==> src/rtl/pcm_to_i2s_transmitter.sv <==
// I2S bus master transmitter: serialises buffered left/right PCM pairs into
// Philips I2S (bclk, lrclk, MSB one bclk after the lrclk edge).
module pcm_to_i2s_transmitter #(
    parameter int SAMPLE_BITS = 24,
    parameter int SLOT_BITS   = 32,
    parameter int BCLK_DIV    = 4
) (
    input  logic        clk,
    input  logic        reset_n,
    input  logic        din_valid,
    input  logic [23:0] l_pcm_data,
    input  logic [23:0] r_pcm_data,
    output logic        sample_req,
    output logic        underrun,
    output logic        overrun,
    output logic        bclk,
    output logic        lrclk,
    output logic        i2s_data
);

    localparam int FRAME_BITS = 2 * SLOT_BITS;
    localparam int CNT_W      = $clog2(FRAME_BITS);
    localparam int DIV_W      = (BCLK_DIV > 1) ? $clog2(BCLK_DIV) : 1;
    localparam logic [CNT_W-1:0] CNT_LAST = CNT_W'(FRAME_BITS - 1);
    localparam logic [CNT_W-1:0] CNT_HALF = CNT_W'(SLOT_BITS);
    localparam logic [DIV_W-1:0] DIV_LAST = DIV_W'(BCLK_DIV - 1);

    // Stream bit k of the frame lives at index k, so the serialiser indexes by slot position.
    function automatic logic [FRAME_BITS-1:0] build_frame(
        input logic [SAMPLE_BITS-1:0] l,
        input logic [SAMPLE_BITS-1:0] r
    );
        logic [FRAME_BITS-1:0] f;
        f = '0;
        for (int i = 0; i < SAMPLE_BITS; i++) begin
            f[i]             = l[SAMPLE_BITS-1-i];
            f[SLOT_BITS + i] = r[SAMPLE_BITS-1-i];
        end
        return f;
    endfunction

    logic [DIV_W-1:0]      div_cnt_r;
    logic [CNT_W-1:0]      bit_cnt_r;
    logic                  bclk_r;
    logic                  lrclk_r;
    logic                  data_r;
    logic                  sample_req_r;
    logic                  underrun_r;
    logic                  overrun_r;
    logic [FRAME_BITS-1:0] pend_frame_r;
    logic                  pend_full_r;
    logic                  primed_r;
    logic [FRAME_BITS-1:0] frame_r;

    logic                  tick_s;
    logic                  fall_s;
    logic                  frame_start_s;
    logic [DIV_W-1:0]      div_next_s;
    logic [CNT_W-1:0]      n_s;
    logic                  pend_full_next_s;
    logic                  primed_next_s;
    logic                  underrun_next_s;
    logic                  overrun_next_s;
    logic [FRAME_BITS-1:0] frame_next_s;
    logic                  unused_hi_s;

    // Upper port bits beyond SAMPLE_BITS are intentionally ignored.
    assign unused_hi_s = ^{l_pcm_data, r_pcm_data};

    // Bit-clock divider and next slot position.
    always_comb begin
        tick_s = (div_cnt_r == DIV_LAST);
        fall_s = tick_s & bclk_r;
        if (tick_s) begin
            div_next_s = '0;
        end else begin
            div_next_s = div_cnt_r + DIV_W'(1);
        end
        if (bit_cnt_r == CNT_LAST) begin
            n_s = '0;
        end else begin
            n_s = bit_cnt_r + CNT_W'(1);
        end
        frame_start_s = fall_s & (n_s == '0);
    end

    // Pending buffer, frame hand-over and status strobes.
    always_comb begin
        pend_full_next_s = pend_full_r;
        primed_next_s    = primed_r;
        frame_next_s     = frame_r;
        underrun_next_s  = 1'b0;
        overrun_next_s   = din_valid & pend_full_r & ~frame_start_s;
        if (frame_start_s) begin
            if (pend_full_r) begin
                frame_next_s     = pend_frame_r;
                primed_next_s    = 1'b1;
                pend_full_next_s = 1'b0;
            end else begin
                frame_next_s    = '0;
                underrun_next_s = primed_r;
            end
        end else begin
            frame_next_s = frame_r;
        end
        // A write on the frame-start edge refills the buffer after the hand-over.
        if (din_valid) begin
            pend_full_next_s = 1'b1;
        end else begin
            pend_full_next_s = pend_full_next_s;
        end
    end

    // State and output registers; bus outputs move only on bclk fall ticks.
    always_ff @(posedge clk or negedge reset_n) begin
        if (!reset_n) begin
            div_cnt_r    <= '0;
            bit_cnt_r    <= CNT_LAST;
            bclk_r       <= 1'b0;
            lrclk_r      <= 1'b1;
            data_r       <= 1'b0;
            sample_req_r <= 1'b0;
            underrun_r   <= 1'b0;
            overrun_r    <= 1'b0;
            pend_frame_r <= '0;
            pend_full_r  <= 1'b0;
            primed_r     <= 1'b0;
            frame_r      <= '0;
        end else begin
            div_cnt_r    <= div_next_s;
            if (tick_s) begin
                bclk_r <= ~bclk_r;
            end
            if (fall_s) begin
                bit_cnt_r <= n_s;
                lrclk_r   <= (n_s >= CNT_HALF);
                data_r    <= frame_r[bit_cnt_r];
            end
            if (din_valid) begin
                pend_frame_r <= build_frame(l_pcm_data[SAMPLE_BITS-1:0],
                                            r_pcm_data[SAMPLE_BITS-1:0]);
            end
            sample_req_r <= frame_start_s;
            underrun_r   <= underrun_next_s;
            overrun_r    <= overrun_next_s;
            pend_full_r  <= pend_full_next_s;
            primed_r     <= primed_next_s;
            frame_r      <= frame_next_s;
        end
    end

    assign bclk       = bclk_r;
    assign lrclk      = lrclk_r;
    assign i2s_data   = data_r;
    assign sample_req = sample_req_r;
    assign underrun   = underrun_r;
    assign overrun    = overrun_r;

endmodule

==> config.mk <==
export PLATFORM = sky130hd
export DESIGN_NAME = pcm_to_i2s_transmitter
export DESIGN_NICKNAME = d
export VERILOG_FILES = /design/src/rtl/pcm_to_i2s_transmitter.sv
export SDC_FILE = /design/constraint.sdc
export NUM_CORES = 1
export LEC_CHECK = 0
export CAP_MARGIN = 20
export CELL_PAD_IN_SITES_DETAIL_PLACEMENT = 1
export CELL_PAD_IN_SITES_GLOBAL_PLACEMENT = 1
export CORE_MARGIN = 1.5
export CORE_UTILIZATION = 41
export CTS_CLUSTER_DIAMETER = 150
export DETAILED_ROUTE_END_ITERATION = 7
export GPL_ROUTABILITY_DRIVEN = 0
export GPL_TIMING_DRIVEN = 1
export PLACE_DENSITY = 0.75
export SLEW_MARGIN = 20
export SYNTH_ARGS = -nofsm -noshare
export SYNTH_HDL_FRONTEND = slang
export SYNTH_SLANG_ARGS = --single-unit
==> constraint.sdc <==
create_clock -name clk -period 1.8 [get_ports clk]
set_input_delay 0.27 -clock clk [delete_from_list [all_inputs] [get_ports clk]]
set_output_delay 0.27 -clock clk [all_outputs]
set_load 0.005 [all_outputs]
Word level (Yosys, flattened, before mapping). Index checks and enable logic that the tools add are counted.

Bitwise logic cells: 6. $add $sub $neg: 2. Magnitude comparators: 2. Reduce and logical (&&, ||, !) cells: 3. Mux-type cells: 9. Equality and inequality tests: 2.

Operators by type and width (number): 56-bit 2-to-1 mux (1); 6-bit by 7-bit less-than comparator with 1-bit output, second input constant (1); 6-bit by 1-bit adder with 6-bit output, second input constant (1); 1-bit binary-select mux with 6-bit select (1); 6-bit == test, second input constant (1); 6-bit greater-or-equal comparator, second input constant (1); 6-bit zero test (1); 6-bit 2-to-1 mux (1); 1-bit 2-to-1 mux (5); 1-bit bitwise AND (4); 2-bit by 1-bit adder with 2-bit output, second input constant (1); 2-bit == test, second input constant (1); 2-bit 2-to-1 mux (1); 1-bit inverter (2); 2-bit AND reduction (1); 2-bit nonzero test (1).

Register bits: 128. Logic and storage cells: 36.

Longest topological paths before layout. Gate-level depths: netlist of the first run.

Depth after elaboration: 6. Mapped depth: 8. Mapped depth without buffers: 6.

Least setup slack after synthesis of the first run. No wires, ideal clock.

Kind: register to register. Start: register bit_cnt_r[0]. End: register frame_r[0]. Arrival time: 1.840 ns. Cell stages (with the launch flop): 9. Path slack: -0.119 ns. Path buffers: 2. Period minus slack after synthesis: 1.919 ns. Library setup time: 0.079 ns. Cells stage by stage: dfstp_2 ha_1 nand3_1 nor2_1 a21oi_1 nor4b_2 buf_6 buf_12 mux2i_1.

Longest elaborated chain between the ends: 4. Elaborated cells between the ends (all ways): 5.

RTL lines: from (decl) (RTL line 43) `logic [CNT_W-1:0] bit_cnt_r;`; from (signal assigned) (RTL line 135) `bit_cnt_r <= n_s;`; 6-bit by 1-bit adder with 6-bit output or 6-bit == test (tied branches) (RTL line 82, 79); 6-bit 2-to-1 mux * (RTL line 79) `if (bit_cnt_r == CNT_LAST) begin`; 6-bit zero test * (RTL line 84) `frame_start_s = fall_s & (n_s == '0);`; 1-bit bitwise AND * (RTL line 84); to (signal assigned) (RTL line 148) `frame_r <= frame_next_s;`; to (decl) (RTL line 53) `logic [FRAME_BITS-1:0] frame_r;`.

Every way passes the cells marked *; elsewhere a longest branch is shown, timed or not. A chain may end at the register's enable or synchronous reset.

Final worst setup path of the first run.
Start: register bit_cnt_r[0]. End: register frame_r[38].

The elaborated chain is that of the path after synthesis.

==> metrics.csv, run 1 <==
stage,metric,value,unit
status,outcome,"complete, but fails checks",
status,violations,negative setup slack,
finish,fin_area,6480,um^2
routing,viasPerCell,4.92,
die,coreArea,12100,um^2
routing,first_pass_iters,4,
yosys,yosysUniqueCellTypes,39,
cts,cts_tree,yes,
finish,finalNonFillerCells,652,
sta,fin_crit,2070,ps
pwr,ir_drop,0.565,mV
hold_path,hp-class,input pin to async pin,
yosys,synth_edf_count,0,
critical_path,arrival,2340,ps
critical_path,slowest_stage,dfstp_2,
critical_path,reg2reg_slack,-270,ps
critical_path,cp-end-kind,flip-flop,
place,place_area,5890,um^2
finish,final_nets,533,
finish,final_util,0.537,
yosys,synth_seq_cells,112,
yosys,syn-num-nets,455,
critical_path,worst_r2r_endpoint,frame_r[38],
yosys,syn_inst,401,
critical_path,rr_startpoint,bit_cnt_r[0],
flow_run,cap_violations,0,
die,dieWidth,114,um
critical_path,cp_max_fo,8,
sta,rsz0062_at_grt,yes,
cts,cts-root-buf,clkbuf_16,
pwr,power.total,5.22,mW
pwr,p_leak,2.82,nW
routing,routedWlPerCell,16.7,um
global_routing,grt_util_all_layers,0.178,
place,dp_cells,623,
critical_path,critical_path_class,flip-flop to flip-flop,
critical_path,cp-endpoint,frame_r[38],
finish,synthToLayoutAreaGrowth,27.5,%
cts,numClockSinks,112,
yosys,synth_most_common_cell,dfrtp_1,
sta,finalCritPeriodShare,1.15,
pwr,power_density,806,nW/um^2
cts,insertion_delay,360,ps
cts,clk_pin_slew,70,ps
critical_path,worst_setup_path_start_kind,flip-flop,
sta,relSlewSlack,0.693,
yosys,yosysTopAreaCell,dfrtp_1,
global_routing,grt_pass1_wl,17900,um
sta,slew_viol_final,0,
critical_path,startpoint,bit_cnt_r[0],
sta,fmax,483,MHz
routing,routed_wl,10900,um
cts,clockBufferDepth,2,
critical_path,critPathRequiredTime,2070,ps
sta,final.setup.tns,-11130,ps
finish,diodes,0,
sta,hold_violations,0,
yosys,synth_top_area_share,0.517,
place,hpwl,7060,um
critical_path,slowest_delay,620,ps
global_routing,grt_max_degree,70,
global_routing,grt_pass1_vias,3601,
cts,cts_buffers,9,
sta,setup_ws,-270,ps
die,die-area,13100,um^2
yosys,synth_commonest_cells,"dfrtp_1, nand2_1, inv_1, mux2_2, mux2i_1",
yosys,synthArstFlopShare,1.00,
yosys,ys.flop_type,dfrtp_1,
sta,tightest_slew,461,ps
sta,finClkSkew,7.36,ps
critical_path,worstPathCellList,"ha_4, nand3_1, nor2_2, a21oi_2, nor4b_4, buf_6, buf_12, mux2i_2",
yosys,netlist_area,5080,um^2
routing,drtAntennaViolNets,0,
finish,drive_gt1_frac,0.275,
cts,cts_max_level,3,
routing,num_vias,3209,
critical_path,worstRegToRegCells,8,
routing,drc,0,
die,rows,40,
routing,drt_iter0_markers,148,
sta,setup_viol,54,
die,dieHeight,114,um
place,portBuffers,56,
global_routing,antenna_found_initial,0,
yosys,avgSynthCellArea,12.7,um^2
die,io_pins,57,
yosys,synth.area.top_cells,"dfrtp_1, mux2_2, mux2i_1, nand2_1, inv_1",
global_routing,grt_overflow,0,
yosys,yosysWarnings,0,
die,start_util,0.421,
yosys,yosysSeqAreaShare,0.554,
[through the flow]
| step | worst slack [ps] | hold WS [ps] |
|---|---|---|
| 4_1_cts | -227 | 431 |
| 3_3_place_gp | -229 | 277 |
| 3_5_place_dp | -312 | 278 |
| 6_report | -270 | 431 |
| 5_1_grt | -361 | 461 |
| 2_1_floorplan | -89.0 | -25.6 |
[repair_timing]
item,CTS,global route
hold buffers,1,0
pin swaps,1,2
buffers inserted,1,8
cloned,1,2
setup endpoints to repair,54,54
endpoints found under the hold margin,105,0
resized for setup,11,16
[per-layer routing]
layer	vias up	part of all wire	global-route usage
li1	1496	-	-
met2	50	0.50	0.286
met4	0	0.019	0.0775
met5	-	0	0
met1	1646	0.45	0.236
met3	17	0.031	0.0365
[cell usage in the layout, fill, tap and decap left out, types with 6 or more instances in the layout]
cell type        Yosys  layout
clkbuf_16            0      11
buf_12               5       7
mux4_2               8       9
clkdlybuf4s50_1      0      54
mux2_2              49      49
nand2_1             53      53
nand3_1              7       6
mux2i_1             49      45
dfrtp_1            105     105
dfstp_2              7       7
inv_1               50      50
buf_4                0      23
[cells by family (layout without fill, tap and decap cells)]
family,Yosys count,count (layout),synth area share
AO/OA/AOI/OAI,20,20,0.0264
XOR/XNOR,4,4,0.00690
adder cells (fa/ha/maj),3,3,0.00739
buffers and inverters,76,159,0.0774
flip-flops,112,112,0.554
multiplexers,110,110,0.261
AND/OR/NAND/NOR,76,76,0.0670
[cell type report]
cell class,count,area (um^2)
flip-flops and latches,112,2810
well taps,168,210
repair buffers,93,998
multi-input cells,213,1950
inverters,50,188
clock buffers,9,225
fillers,1240,5580
clock inverters,7,96.3
[sequential cells by signal, indices dropped and copies added, names as in the netlist, 2 cells and up]
| signal | cells |
|---|---|
| div_cnt_r | 2 |
| pend_frame_r | 48 |
| bit_cnt_r | 6 |
| frame_r | 48 |
[critical path: cells and delay by family, from the launching register on]
family	cells	cell delay, ps
adders and majority gates	1	170
and+or+nand+nor	3	490
DFF	1	620
muxes	1	230
buffers and inverters	2	390
AOI/OAI and AO/OA	1	60
[worst min path at each step]
| stage | to | slack (ps) | cells after the start |
|---|---|---|---|
| after floorplan | bclk | -30 | 0 |
| after detailed placement | pend_frame_r[41] | 280 | 2 |
| after global placement | pend_frame_r[41] | 280 | 2 |
| after CTS | pend_frame_r[41] | 430 | 3 |
| final | pend_frame_r[41] | 430 | 3 |
| after global routing | div_cnt_r[0] | 460 | 1 |
[where the power goes]
group	leakage [nW]	switching, mW	internal (mW)	total, mW
Clock	0.159	0.934	1.22	2.16
Combinational	1.25	0.146	0.232	0.379
Sequential	1.42	0.0606	2.62	2.69
No activity file was read; power rests on OpenSTA's default activity.
==> inputs of run 2 (changes only) <==
Settings changed: CELL_PAD_IN_SITES_DETAIL_PLACEMENT 1 to 0, MAX_ROUTING_LAYER from default to met4.
==> run 2 against run 1 <==
- the flow still finishes with violations (negative setup slack)
- hold slack got worse by 0.66 ps
- critical path depth unchanged
- flip-flop and latch count unchanged
- largest power group unchanged
- setup slack improved by 60 ps
- sequential share of layout area increased by 0.72 points
- non-clock buffer count decreased by 5
==> metrics.csv, run 2 (same netlist as run 1, synthesis figures left out) <==
stage,metric,value,unit
cts,cts-root-buf,clkbuf_16,
die,dieWidth,114,um
global_routing,grt_overflow,0,
place,hpwl,6380,um
routing,routed_wl,9480,um
die,io_pins,57,
critical_path,critical_path_class,flip-flop to flip-flop,
routing,routedWlPerCell,14.6,um
critical_path,arrival,2280,ps
sta,rsz0062_at_grt,yes,
routing,num_vias,3087,
routing,drc,0,
finish,final_common_cell,dfrtp_1,
sta,finClkSkew,7.94,ps
global_routing,antenna_found_initial,0,
pwr,pwr-share-comb,0.074,
critical_path,critPathRequiredTime,2070,ps
finish,drive_gt1_frac,0.251,
finish,synthToLayoutAreaGrowth,25.5,%
finish,final_cell_mix,"dfrtp_1, clkdlybuf4s50_1, nand2_1",
cts,clockBufferDepth,2,
finish,diodes,0,
sta,tightest_slew,411,ps
die,start_util,0.421,
global_routing,grt_pass1_vias,3237,
sta,hold_violations,0,
sta,relSlewSlack,0.726,
pwr,pwr-share-seq,0.541,
sta,setup_ws,-210,ps
cts,cts_tree,yes,
global_routing,grt_max_degree,70,
sta,fmax,498,MHz
status,violations,negative setup slack,
cts,cts_buffers,9,
sta,fin_hold_ws,430,ps
sta,finalCritPeriodShare,1.12,
finish,final_nets,528,
pwr,swShare,0.218,
cts,numClockSinks,112,
hold_path,hp-class,flip-flop to flip-flop,
global_routing,grt_util_all_layers,0.162,
critical_path,cp-end-kind,flip-flop,
critical_path,worstRegToRegCells,8,
pwr,p_leak,2.75,nW
finish,final_util,0.528,
pwr,switchingPower,1.08,mW
critical_path,worst_setup_path_start_kind,flip-flop,
cts,clk_pin_slew,70,ps
cts,cts_max_level,3,
routing,viasPerCell,4.77,
die,die-area,13100,um^2
finish,finalNonFillerCells,647,
sta,fin_crit,2010,ps
finish,reg_top3,"frame_r x48, pend_frame_r x48, bit_cnt_r x6",
hold_path,min_path_cells,1,
die,rows,40,
place,portBuffers,56,
pwr,power_frac_clock,0.385,
critical_path,cp_max_fo,10,
pwr,power.internal,3.88,mW
die,coreArea,12100,um^2
pwr,ir_drop,0.532,mV
status,outcome,"complete, but fails checks",
global_routing,grt_pass1_wl,15900,um
die,dieHeight,114,um
pwr,power_density,779,nW/um^2
routing,first_pass_iters,4,
routing,drtAntennaViolNets,0,
routing,drt_iter0_markers,122,
place,dp_cells,623,
sta,setup_viol,53,
cts,insertion_delay,350,ps
flow_run,cap_violations,0,
sta,slew_viol_final,0,
==> run 2: cell types whose count changed in the layout (fill, tap and decap cells not counted), sizes merged <==
cell      previous run  this run
clkinvlp             0         2
buf                 36        31
bufinv               2         0
clkinv               5         0
inv                 50        51
clkbuf              11        15
==> run 2: metrics by stage <==
step	power (mW)	TNS, ps	worst slack, ps	cell area [um^2]
after floorplan	2.89	-4220	-89.0	5080
after detailed placement	3.11	-14730	-357	5890
after global placement	3.10	-9290	-229	5890
after global routing	5.19	-12860	-293	6370
final	4.96	-9210	-210	6370
after CTS	5.04	-7830	-186	6250
==> run 2: critical path, stage by stage, from the launching register on <==
cell and delay [ps]:
dfstp_2 560, buf_6 110, nand4b_1 120, mux2i_2 210
a21oi_2 100, nor4b_4 260, buf_12 190, buf_12 150
mux2i_1 210
==> run 2: path summary, 6_finish.rpt <==
path	start	end	slack [ps]
max	bit_cnt_r[1]	frame_r[34]	-210
min	div_cnt_r[0]	div_cnt_r[0]	430
max reg2reg	bit_cnt_r[1]	frame_r[34]	-210
min reg2reg	div_cnt_r[0]	div_cnt_r[0]	430
max in group asynchronous	reset_n	bit_cnt_r[5]	970
min in group asynchronous	reset_n	pend_frame_r[41]	440
==> run 2: cell type report <==
| class | count | area [um^2] |
|---|---|---|
| clock buffers | 13 | 260 |
| multi-input cells | 213 | 1910 |
| clock inverters | 3 | 23.8 |
| well taps | 168 | 210 |
| flip-flops and latches | 112 | 2810 |
| inverters | 50 | 188 |
| repair buffers | 88 | 966 |
| fillers | 1056 | 5690 |
==> run 2: repair_timing <==
action | 4_1_cts | 5_1_grt
hold buffers | 1 | 0
buffers inserted | 1 | 4
gates resized for setup | 11 | 8
hold endpoints to repair | 105 | 0
cloned | 1 | 2
endpoints found under the setup margin | 54 | 54
pin swaps | 1 | 2
==> run 2: metal layers <==
metal	GRT usage	wire [um]
met1	0.213	4470
met2	0.250	4510
met3	0.0445	399
met4	0.0425	99
met5	-	0
==> run 2: power groups by stage <==
stage	clock network, mW	logic (mW)	registers (mW)
floorplan	0	0.179	2.71
global placement	0	0.374	2.73
detailed placement	0	0.378	2.73
CTS	1.98	0.381	2.68
global route	2.08	0.412	2.70
finish	1.91	0.370	2.68
==> inputs of run 3 (changes only) <==
Settings changed: PLACE_DENSITY 0.75 to 0.86.
==> run 3 against run 2 <==
- the run still ends with negative setup slack left
- sequential share of layout area is 0.21 points lower
- critical endpoint is now frame_r[35]
- critical path depth unchanged
- flip-flop and latch count unchanged
- hold slack got worse by 86 ps
- largest power group unchanged
- critical path type unchanged
==> metrics.csv, run 3 (same netlist as run 1, synthesis figures left out) <==
stage,metric,value,unit
routing,num_vias,3169,
sta,hold_violations,0,
sta,relSlewSlack,0.681,
critical_path,arrival,2340,ps
finish,final_cell_mix,"dfrtp_1, clkdlybuf4s50_1, nand2_1",
finish,diodes,0,
place,hpwl,6650,um
routing,drtAntennaViolNets,0,
place,portBuffers,56,
die,coreArea,12100,um^2
global_routing,grt_pass1_vias,3489,
pwr,power_frac_clock,0.369,
pwr,pwr-share-seq,0.553,
routing,drt_iter0_markers,136,
pwr,power.internal,3.82,mW
die,dieHeight,114,um
finish,drive_gt1_frac,0.261,
critical_path,slowest_stage,dfstp_2,
sta,setup_ws,-266,ps
cts,clockBufferDepth,2,
sta,fmax,484,MHz
die,die-area,13100,um^2
cts,insertion_delay,350,ps
die,start_util,0.421,
critical_path,worstPathCellList,"buf_6, nand4b_1, mux2i_1, a21oi_2, nor4b_4, buf_4, clkbuf_16, mux2i_1",
cts,clk_pin_slew,70,ps
pwr,ir_drop,0.585,mV
global_routing,grt_max_degree,54,
finish,reg_top3,"frame_r x48, pend_frame_r x48, bit_cnt_r x6",
global_routing,grt_util_all_layers,0.171,
die,dieWidth,114,um
global_routing,antenna_found_initial,0,
finish,synthToLayoutAreaGrowth,26.1,%
routing,first_pass_iters,4,
die,rows,40,
finish,final_common_cell,dfrtp_1,
sta,tightest_slew,478,ps
cts,cts_tree,yes,
cts,cts_buffers,9,
pwr,pwr-share-comb,0.078,
cts,numClockSinks,112,
pwr,p_leak,2.78,nW
status,violations,negative setup slack,
place,place_area,5950,um^2
finish,fillCellCount,1039,
routing,viasPerCell,4.87,
sta,setup_viol,54,
sta,finClkSkew,7.22,ps
critical_path,critical_path_class,flip-flop to flip-flop,
critical_path,worstRegToRegCells,8,
routing,routed_wl,9910,um
cts,cts-root-buf,clkbuf_16,
die,io_pins,57,
finish,final_nets,534,
routing,routedWlPerCell,15.2,um
critical_path,cpMostUsedCell,mux2i_1,
sta,fin_hold_ws,344,ps
sta,finalCritPeriodShare,1.15,
status,outcome,"complete, but fails checks",
pwr,power_density,758,nW/um^2
sta,slew_viol_final,0,
global_routing,grt_pass1_wl,16700,um
critical_path,critPathRequiredTime,2070,ps
critical_path,cp_max_fo,5,
critical_path,slowest_delay,580,ps
hold_path,hp-class,input pin to async pin,
pwr,swShare,0.213,
critical_path,cp-end-kind,flip-flop,
routing,drc,0,
sta,rsz0062_at_grt,yes,
critical_path,worst_setup_path_start_kind,flip-flop,
global_routing,grt_overflow,0,
pwr,switchingPower,1.03,mW
cts,cts_max_level,3,
flow_run,cap_violations,0,
finish,fin_area,6400,um^2
sta,fin_crit,2070,ps
run 3: changes by cell type in the layout (fill, tap and decap cells not counted), moves of 2 or more:
cell | previous run | this run
buf_4 | 18 | 22
clkinvlp_4 | 2 | 0
a22oi_1 | 3 | 1
a22oi_2 | 0 | 2
run 3: per-stage QoR:
| stage | util | power, mW | TNS, ps | cells | setup slack, ps |
|---|---|---|---|---|---|
| floorplan | - | 2.89 | -4220 | 401 | -89.0 |
| global placement | 0.493 | 3.10 | -8630 | 627 | -187 |
| detailed placement | 0.493 | 3.11 | -11800 | 627 | -284 |
| CTS | 0.523 | 4.92 | -7830 | 648 | -188 |
| global route | 0.531 | 5.06 | -16600 | 651 | -362 |
| finish | 0.531 | 4.85 | -11310 | 651 | -266 |
run 3: power groups by stage:
stage                     clock [mW]  sequential [mW]  combinational (mW)
final                           1.79             2.68               0.376
after CTS                       1.85             2.68               0.387
after floorplan                    0             2.71               0.179
after detailed placement           0             2.73               0.383
after global placement             0             2.73               0.371
after global routing            1.94             2.70               0.419
run 3: final timing paths:
check | slack, ps | endpoint | start
max reg2reg | -270 | frame_r[35] | bit_cnt_r[0]
min | 340 | pend_frame_r[8] | reset_n
max in group asynchronous | 840 | bit_cnt_r[2] | reset_n
min in group clk | 440 | div_cnt_r[0] | div_cnt_r[0]
min reg2reg | 440 | div_cnt_r[0] | div_cnt_r[0]
max | -270 | frame_r[35] | bit_cnt_r[0]
run 3: critical path: cells and delay by family (launching register included):
| family | cells | cell delay (ps) |
|---|---|---|
| DFF | 1 | 580 |
| buffers and inverters | 3 | 500 |
| muxes | 2 | 410 |
| and+or+nand+nor | 2 | 380 |
| AOI/OAI and AO/OA | 1 | 110 |
run 3: area by class of cell:
| type | count | area [um^2] | share of cell area |
|---|---|---|---|
| Clock inverter | 1 | 5.00 | 0.000782 |
| Timing Repair Buffer | 94 | 1030 | 0.160 |
| Multi-Input combinational cell | 213 | 1910 | 0.298 |
| Inverter | 50 | 188 | 0.0293 |
| Sequential cell | 112 | 2810 | 0.439 |
| Clock buffer | 13 | 250 | 0.0391 |
| Tap cell | 168 | 210 | 0.0328 |
run 3: what timing repair did:
item,in CTS,in global routing
endpoints found under the setup margin,54,54
setup buffers,5,2
resized for setup,10,8
cloned,1,2
hold buffers,1,0
pin swaps,3,4
hold endpoints to repair,16,0
run 3: metal layers:
metal | part of all wire | wire [um] | global-route usage | vias up
li1 | - | - | - | 1502
met1 | 0.45 | 4410 | 0.217 | 1580
met2 | 0.49 | 4830 | 0.264 | 67
met3 | 0.045 | 449 | 0.0476 | 20
met4 | 0.021 | 210 | 0.0633 | 0
met5 | 0 | 0 | - | -
